--- config.mk ---
export PLATFORM = sky130hd
export DESIGN_NAME = mantissa_normalizer_seq
export DESIGN_NICKNAME = d
export VERILOG_FILES = /design/src/rtl/mantissa_normalizer_seq.sv
export SDC_FILE = /design/constraint.sdc
export NUM_CORES = 1
export LEC_CHECK = 0
export ABC_AREA = 1
export CORE_UTILIZATION = 47
export DETAILED_ROUTE_END_ITERATION = 8
export PLACE_DENSITY_LB_ADDON = 0.1
export REMOVE_ABC_BUFFERS = 1
export SETUP_SLACK_MARGIN = 0.05
export SLEW_MARGIN = 20
export SYNTH_ARGS = -nofsm -noshare
export SYNTH_HDL_FRONTEND = slang
export SYNTH_SLANG_ARGS = --single-unit
--- constraint.sdc ---
create_clock -name clk -period 3 [get_ports clk]
set_clock_uncertainty 0.05 [all_clocks]
set_input_delay 0.9 -clock clk [delete_from_list [all_inputs] [get_ports clk]]
set_output_delay 0.9 -clock clk [all_outputs]
set_load 0.01 [all_outputs]
--- src/rtl/mantissa_normalizer_seq.sv ---
// Sequential mantissa normalizer: shifts left until the hidden bit is set, the exponent hits 1, or the mantissa is zero.
// Define NORM_FAST_SHIFT_EN to add a 4-bit shift step (same results, lower latency).
module mantissa_normalizer_seq #(
  parameter int MAN_W = 24,
  parameter int EXP_W = 8
) (
  input  logic             clk,
  input  logic             rst,
  input  logic             in_valid,
  output logic             in_ready,
  input  logic [MAN_W-1:0] in_man,
  input  logic [EXP_W-1:0] in_exp,
  output logic             out_valid,
  input  logic             out_ready,
  output logic [MAN_W-1:0] out_man,
  output logic [EXP_W-1:0] out_exp,
  output logic [4:0]       out_shift,
  output logic             out_zero,
  output logic             out_uflow
);

  typedef enum logic [1:0] {IDLE, SHIFT, DONE} state_t;

  state_t           state_reg;
  logic [MAN_W-1:0] man_reg;
  logic [EXP_W-1:0] exp_reg;
  logic [4:0]       cnt_reg;

  always_ff @(posedge clk or posedge rst) begin
    if (rst) begin
      state_reg <= IDLE;
      man_reg   <= '0;
      exp_reg   <= '0;
      cnt_reg   <= '0;
      in_ready  <= 1'b1;
      out_valid <= 1'b0;
      out_man   <= '0;
      out_exp   <= '0;
      out_shift <= '0;
      out_zero  <= 1'b0;
      out_uflow <= 1'b0;
    end else begin
      case (state_reg)
        IDLE: begin
          if (in_valid) begin
            man_reg   <= in_man;
            exp_reg   <= in_exp;
            cnt_reg   <= '0;
            in_ready  <= 1'b0;
            state_reg <= SHIFT;
          end
        end

        SHIFT: begin
          // Zero is tested first so a zero mantissa never burns shift cycles.
          if (man_reg == '0) begin
            out_man   <= '0;
            out_exp   <= '0;
            out_shift <= '0;
            out_zero  <= 1'b1;
            out_uflow <= 1'b0;
            out_valid <= 1'b1;
            state_reg <= DONE;
          end else if (man_reg[MAN_W-1]) begin
            out_man   <= man_reg;
            out_exp   <= exp_reg;
            out_shift <= cnt_reg;
            out_zero  <= 1'b0;
            out_uflow <= 1'b0;
            out_valid <= 1'b1;
            state_reg <= DONE;
          end else if (exp_reg <= EXP_W'(1)) begin
            out_man   <= man_reg;
            out_exp   <= exp_reg;
            out_shift <= cnt_reg;
            out_zero  <= 1'b0;
            out_uflow <= 1'b1;
            out_valid <= 1'b1;
            state_reg <= DONE;
`ifdef NORM_FAST_SHIFT_EN
          // exp > 4 guarantees the four skipped single steps could not have hit the exponent floor.
          end else if ((man_reg[MAN_W-1 -: 4] == 4'd0) && (exp_reg > EXP_W'(4))) begin
            man_reg <= {man_reg[MAN_W-5:0], 4'b0000};
            exp_reg <= exp_reg - EXP_W'(4);
            cnt_reg <= cnt_reg + 5'd4;
`endif
          end else begin
            man_reg <= {man_reg[MAN_W-2:0], 1'b0};
            exp_reg <= exp_reg - EXP_W'(1);
            cnt_reg <= cnt_reg + 5'd1;
          end
        end

        DONE: begin
          if (out_ready) begin
            out_valid <= 1'b0;
            in_ready  <= 1'b1;
            state_reg <= IDLE;
          end
        end

        default: begin
          out_valid <= 1'b0;
          in_ready  <= 1'b1;
          state_reg <= IDLE;
        end
      endcase
    end
  end

endmodule

==> results of run 1 <==
## cell usage after synthesis, drive strengths merged, types with 2 or more instances
library cell / instances
nor3: 3
inv: 17
buf: 20
a21oi: 4
xor2: 2
nor2: 38
dfrtp: 79
nand4: 16
nand2: 231
nand3: 91
o21ai: 8
clkbuf: 10
ha: 3
## logic make-up after synthesis
kind of cell | Yosys count
xor gates and xnor gates | 2
adders and majority gates | 3
AOI/OAI and AO/OA | 13
and+or+nand+nor | 380
DFF | 80
buffers and inverters | 48
## through the flow
| stage | hold slack [ps] | std cells | setup TNS (ps) | utilization [%] | setup WS (ps) |
|---|---|---|---|---|---|
| floorplan | 437 | 496 | -4840 | - | -136 |
| global placement | 403 | 683 | 0 | 58.2 | 548 |
| detailed placement | 407 | 683 | 0 | 58.2 | 462 |
| CTS | 428 | 698 | 0 | 60.6 | 433 |
| global route | 447 | 698 | 0 | 60.6 | 205 |
| finish | 421 | 698 | 0 | 60.6 | 401 |
## final cells by class
| cell class | instances | area (µm²) |
|---|---|---|
| multi-input cells | 398 | 1790 |
| well taps | 105 | 131 |
| flip-flops and latches | 80 | 2000 |
| repair buffers | 82 | 818 |
| clock buffers | 13 | 159 |
| clock inverters | 2 | 38.8 |
| fillers | 789 | 3250 |
| inverters | 18 | 68.8 |
## power by group
part	internal [W]	total, W	switching, W
registers	0.00152	0.00189	0.000374
clock network	0.000429	0.000810	0.000381
logic	0.000955	0.00248	0.00152
## layout by cell type (no fill, tap or decap), types with 2 or more instances in the layout
cell type / count
nand2_1: 229
nand3_1: 88
dfrtp_1: 79
clkdlybuf4s50_1: 76
nor2_1: 31
nand4_1: 16
inv_1: 13
clkbuf_8: 11
o21ai_0: 7
buf_4: 5
nor2_2: 4
a21oi_1: 4
inv_2: 3
nor3_1: 3
ha_1: 3
nand3_2: 2
nor2_4: 2
xor2_1: 2
clkbuf_1: 2
## worst max-delay path: cells and delay by family (launching register included)
| kind | cells | cell delay (ps) |
|---|---|---|
| flops | 1 | 420 |
| buf+inv | 1 | 90 |
| compound gates | 1 | 190 |
| fa+ha+maj | 1 | 250 |
| simple gates | 6 | 1500 |
## layer usage
metal | share of wire (%) | vias to the layer above
met3 | 6.4 | 10
met2 | 47 | 131
met5 | 0 | -
met1 | 46 | 1711
li1 | - | 1818
met4 | 1.1 | 0
## final timing paths
path	end	slack (ps)	depth (start not counted)
max in group asynchronous	in_ready	1670	3
worst min-delay path	out_man[14]	420	2
worst max-delay path	man_reg[16]	400	9
worst min register to register	out_man[14]	420	2
min in group asynchronous	state_reg[1]	910	3
worst max register to register	man_reg[16]	400	9
==> summary.md, run 1 <==
| Metric | Value |
|---|---|
| Status | `complete, no violations` |
| Final Hold Viols | `0` |
| FMAX | `0.385 GHz` |
| Area delta synth->final | `23.7%` |
| Finish-stage setup viols | `0` |
| Required time of the critical path | `3230 ps` |
| Remaining Overflow, GRT | `0` |
| Row count | `33` |
| Max Cap Viol | `0` |
| Post-synth top flop | `dfrtp_1` |
| Hpwl dp | `5.97 mm` |
| Yosys top cell area share | `48.9%` |
| Ant. Diodes | `0` |
| Ports | `77` |
| Worst setup SP type | `flop` |
| RSZ-0062 raised after global routing | `no` |
| 1st-iter DRT viols | `305` |
| Slew HR | `47.4%` |
| Longest Clk Path Bufs | `2` |
| Grt met1 use | `30.8%` |
| Die ar. | `8980 µm²` |
| Yosys reg bits | `80` |
| Post-synth EDFFs | `0` |
| Hold Buf Count CTS | `0` |
| Initial Util | `49.0%` |
| Gr busiest metal | `met2` |
| Hold Startpoint | `out_man[14]` |
| Async set-reset flop share out of synthesis | `100%` |
| Simple-gate area share of the yosys netlist | `40.9%` |
| Post-synthesis sequential area ratio | `49.5%` |
| Slowest cell delay on critical path | `510 ps` |
| TritonRoute pass-1 iters | `4` |
| Static leakage | `2.57 nW` |
| CP Data Arrival Time | `2830 ps` |
| Tightest Hold Check Type | `reg2reg` |
| Total CTS buffers | `9` |
| Final #Nets | `628` |
| Post-synthesis mux area share | `0%` |
| Power Dens Cells | `1040 nW/µm²` |
| Placeable Area | `8260 µm²` |
| Skew-Pair Late Insertion Delay | `340 ps` |
| Initial antenna violation count | `0` |
| Buffers on Ports | `76` |
| Synth Area in XOR/XNOR | `0.433%` |
| GRT Total Usage | `22.9%` |
| Synth top area cells | `dfrtp_1 (49%), nand2_1 (21%), nand3_1 (11%), nor2_1 (2.9%), nand4_1 (2.5%)` |
| CTS tree | `yes` |
| Unique masters post-synth | `28` |
| Post-Synth Adder-Cell Area | `0.928%` |
| Mapped Cells | `526` |
| Maximum vdd ir drop | `0.000497 V` |
| Synth area leader | `dfrtp_1` |
| Final period util | `86.6%` |
| First-pass GRT wire length | `16.0 mm` |
| Final Wtd Congestion | `0.799` |
| Synthesized area per cell | `7.69 µm²` |
| H-tree lvl count | `3` |
| Residual DRC | `0` |
| Final ANT Viol Nets | `0` |
| Met3 Use GR | `4.59%` |
| Synth warn | `0` |
| Worst Max-Slew Pin Slew | `784 ps` |
| Crit path max fanout | `37` |
| Crit path from | `exp_reg[0]` |
| Crit path max-delay cell type | `nand2_4` |
| Resized Gates After CTS | `0` |
| Max Slew Vio Count | `0` |
| Largest family of logic cells by synthesized area | `simple AND/OR/NAND/NOR gates` |
| Setup Crit Path Kind | `reg2reg` |
| # Post-CTS Setup Buffers | `0` |
| Routing usage on met2 | `37.7%` |
| Power Total | `0.00518 W` |
| CTS root buffer | `clkbuf_8` |
| Routed length per instance | `13.7 µm` |
| Post-DR vias/cell | `5.26` |
| Vias in the first global route | `3,434` |
| Min cycle time layout | `2600 ps` |
| Die Wd | `94.8 µm` |
| Clock slew seen by the registers of the worst setup and hold paths | `80 ps` |
| CP Capture Type | `flop` |
| Post-synthesis cell area | `4050 µm²` |
| CTS Sinks | `80` |
| Largest net degree at the start of global routing | `81` |
| Share of cells above drive strength 1 | `6.24%` |
| Die height | `94.8 µm` |
| Total number of vias | `3,670` |
| Reg2reg start | `exp_reg[0]` |
| Compound-gate portion of the synthesized area | `1.73%` |
| Crit path cell chain | `inv_1 -> ha_1 -> o21ai_2 -> nor2_4 -> nor2_8 -> nand3_4 -> nand2_4 -> nand2_1 -> nand2_1` |
| DRT Wirelength | `9.58 mm` |
| Placed inst area | `4810 µm²` |
| Critical path's most frequent cell | `nand2_1` |
| Finished layout cell area | `5000 µm²` |
Power figures use the tool's default switching activity.
==> run 2, diff against run 1 <==
--- a/config.mk
+++ b/config.mk
@@ -6,9 +6,11 @@
 export NUM_CORES = 1
 export LEC_CHECK = 0
 export ABC_AREA = 1
+export CORE_MARGIN = 5
 export CORE_UTILIZATION = 47
 export DETAILED_ROUTE_END_ITERATION = 8
 export PLACE_DENSITY_LB_ADDON = 0.1
+export RECOVER_POWER = 50
 export REMOVE_ABC_BUFFERS = 1
 export SETUP_SLACK_MARGIN = 0.05
 export SLEW_MARGIN = 20
==> run 2 against run 1 <==
  * Hold slack worse by 5.9 ps
  * First-iteration DRC count down 34%
  * Register-to-register slack better by 20 ps
  * Critical path type unchanged
  * Critical endpoint is now exp_reg[6]
  * Largest power group unchanged
==> summary.md, run 2 (same netlist as run 1, synthesis figures left out) <==
| Metric | Value |
|---|---|
| RSZ-0062 raised after global routing | `no` |
| GRT Total Usage | `19.8%` |
| Power Dens Cells | `1040 nW/µm²` |
| Static leakage | `2.61 nW` |
| Total number of vias | `3,662` |
| Longest Clk Path Bufs | `2` |
| Placeable Area | `8300 µm²` |
| Die height | `103 µm` |
| Placed inst area | `4810 µm²` |
| Share of cells above drive strength 1 | `6.55%` |
| Setup Crit Path Kind | `reg2reg` |
| Row count | `33` |
| Most frequent cells in the layout | `nand2_1 (229), nand3_1 (88), dfrtp_1 (79)` |
| H-tree lvl count | `3` |
| Power Total | `0.00522 W` |
| Total CTS buffers | `9` |
| P_sw | `0.00229 W` |
| CP Capture Type | `flop` |
| # Post-CTS Setup Buffers | `0` |
| Min cycle time layout | `2580 ps` |
| Commonest non-fill, non-tap cell in the layout | `nand2_1` |
| Crit path max fanout | `37` |
| CTS root buffer | `clkbuf_8` |
| Final #Nets | `629` |
| Maximum vdd ir drop | `0.000747 V` |
| Worst Max-Slew Pin Slew | `1380 ps` |
| Area delta synth->final | `24.0%` |
| Slew HR | `8.30%` |
| Post-DR vias/cell | `5.23` |
| Initial antenna violation count | `0` |
| Skew-Pair Late Insertion Delay | `350 ps` |
| Largest net degree at the start of global routing | `57` |
| FF/Latch Area | `2000 µm²` |
| Area of the multi-input gates | `1790 µm²` |
| CTS tree | `yes` |
| Worst setup SP type | `flop` |
| CP Data Arrival Time | `2820 ps` |
| Hpwl dp | `6.28 mm` |
| Internal power | `0.00293 W` |
| Min Hold Slack | `415 ps` |
| First-pass GRT wire length | `16.6 mm` |
| Remaining Overflow, GRT | `0` |
| Hold Buf Count CTS | `0` |
| Die ar. | `10,600 µm²` |
| Max Cap Viol | `0` |
| Status | `complete, no violations` |
| Flop pwr share | `36.2%` |
| Residual DRC | `0` |
| FILL cells | `772` |
| Initial Util | `48.7%` |
| Fin cells | `700` |
| Net Sw Frac | `43.9%` |
| Final Hold Viols | `0` |
| Routed length per instance | `14.2 µm` |
| Finish-stage setup viols | `0` |
| Clock share of power | `16.9%` |
| Die Wd | `103 µm` |
| Resized Gates After CTS | `0` |
| Ant. Diodes | `0` |
| Vias in the first global route | `3,501` |
| Buffers on Ports | `76` |
| Placed cells | `684` |
| TritonRoute pass-1 iters | `4` |
| Logic pwr share | `46.9%` |
| Clock slew seen by the registers of the worst setup and hold paths | `80 ps` |
| Final Wtd Congestion | `0.824` |
| 1st-iter DRT viols | `202` |
| Reg2Reg Setup Slack | `420 ps` |
| CTS Sinks | `80` |
| Finished layout cell area | `5020 µm²` |
| Tightest Hold Check Type | `reg2reg` |
| Util after Layout | `60.5%` |
| FMAX | `0.387 GHz` |
| Max Slew Vio Count | `0` |
| Final period util | `86.0%` |
| DRT Wirelength | `9.92 mm` |
| Final ANT Viol Nets | `0` |
| Ports | `77` |
| Required time of the critical path | `3240 ps` |
run 2: critical path, stage by stage (launching register included):
cell and delay [ps]:
dfrtp_1 420, inv_1 100, ha_1 250, o21ai_2 200, nor2_4 80, nor2_8 300
nand3_4 420, nand2_4 490, nand2_1 120, nand2_1 80
run 2: area by class of cell:
class / instances / area share (%)
well taps: 105 / 2.62
inverters: 18 / 1.37
clock inverters: 5 / 1.60
multi-input cells: 398 / 35.6
repair buffers: 83 / 16.1
clock buffers: 11 / 2.82
flip-flops and latches: 80 / 39.9
run 2: metrics by stage:
step                      setup TNS [ps]  worst slack (ps)
after detailed placement               0               453
after global placement                 0               523
final                                  0               419
after CTS                              0               422
after floorplan                    -4840              -136
after global routing                   0               215
run 2: worst paths after layout:
path	endpoint	cells past startpoint	startpoint
max	exp_reg[6]	9	exp_reg[0]
min	out_shift[3]	2	out_shift[3]
max reg2reg	exp_reg[6]	9	exp_reg[0]
min reg2reg	out_shift[3]	2	out_shift[3]
max in group asynchronous	man_reg[11]	3	rst
min in group asynchronous	out_shift[0]	2	rst
run 2: power by group through the flow:
stage	logic [W]	registers [W]	clock network, W
floorplan	0.00147	0.00192	0
global placement	0.00246	0.00189	0
detailed placement	0.00250	0.00190	0
CTS	0.00251	0.00189	0.000899
global route	0.00277	0.00195	0.000943
finish	0.00245	0.00189	0.000883
run 2: metal layers:
layer / up-vias / track usage (%) / share of wire [%]
met2: 127 / 32.6 / 47
met4: 0 / 5.98 / 1.2
met3: 12 / 3.11 / 6.7
li1: 1822 / - / -
met5: - / 0 / 0
met1: 1701 / 27.0 / 45
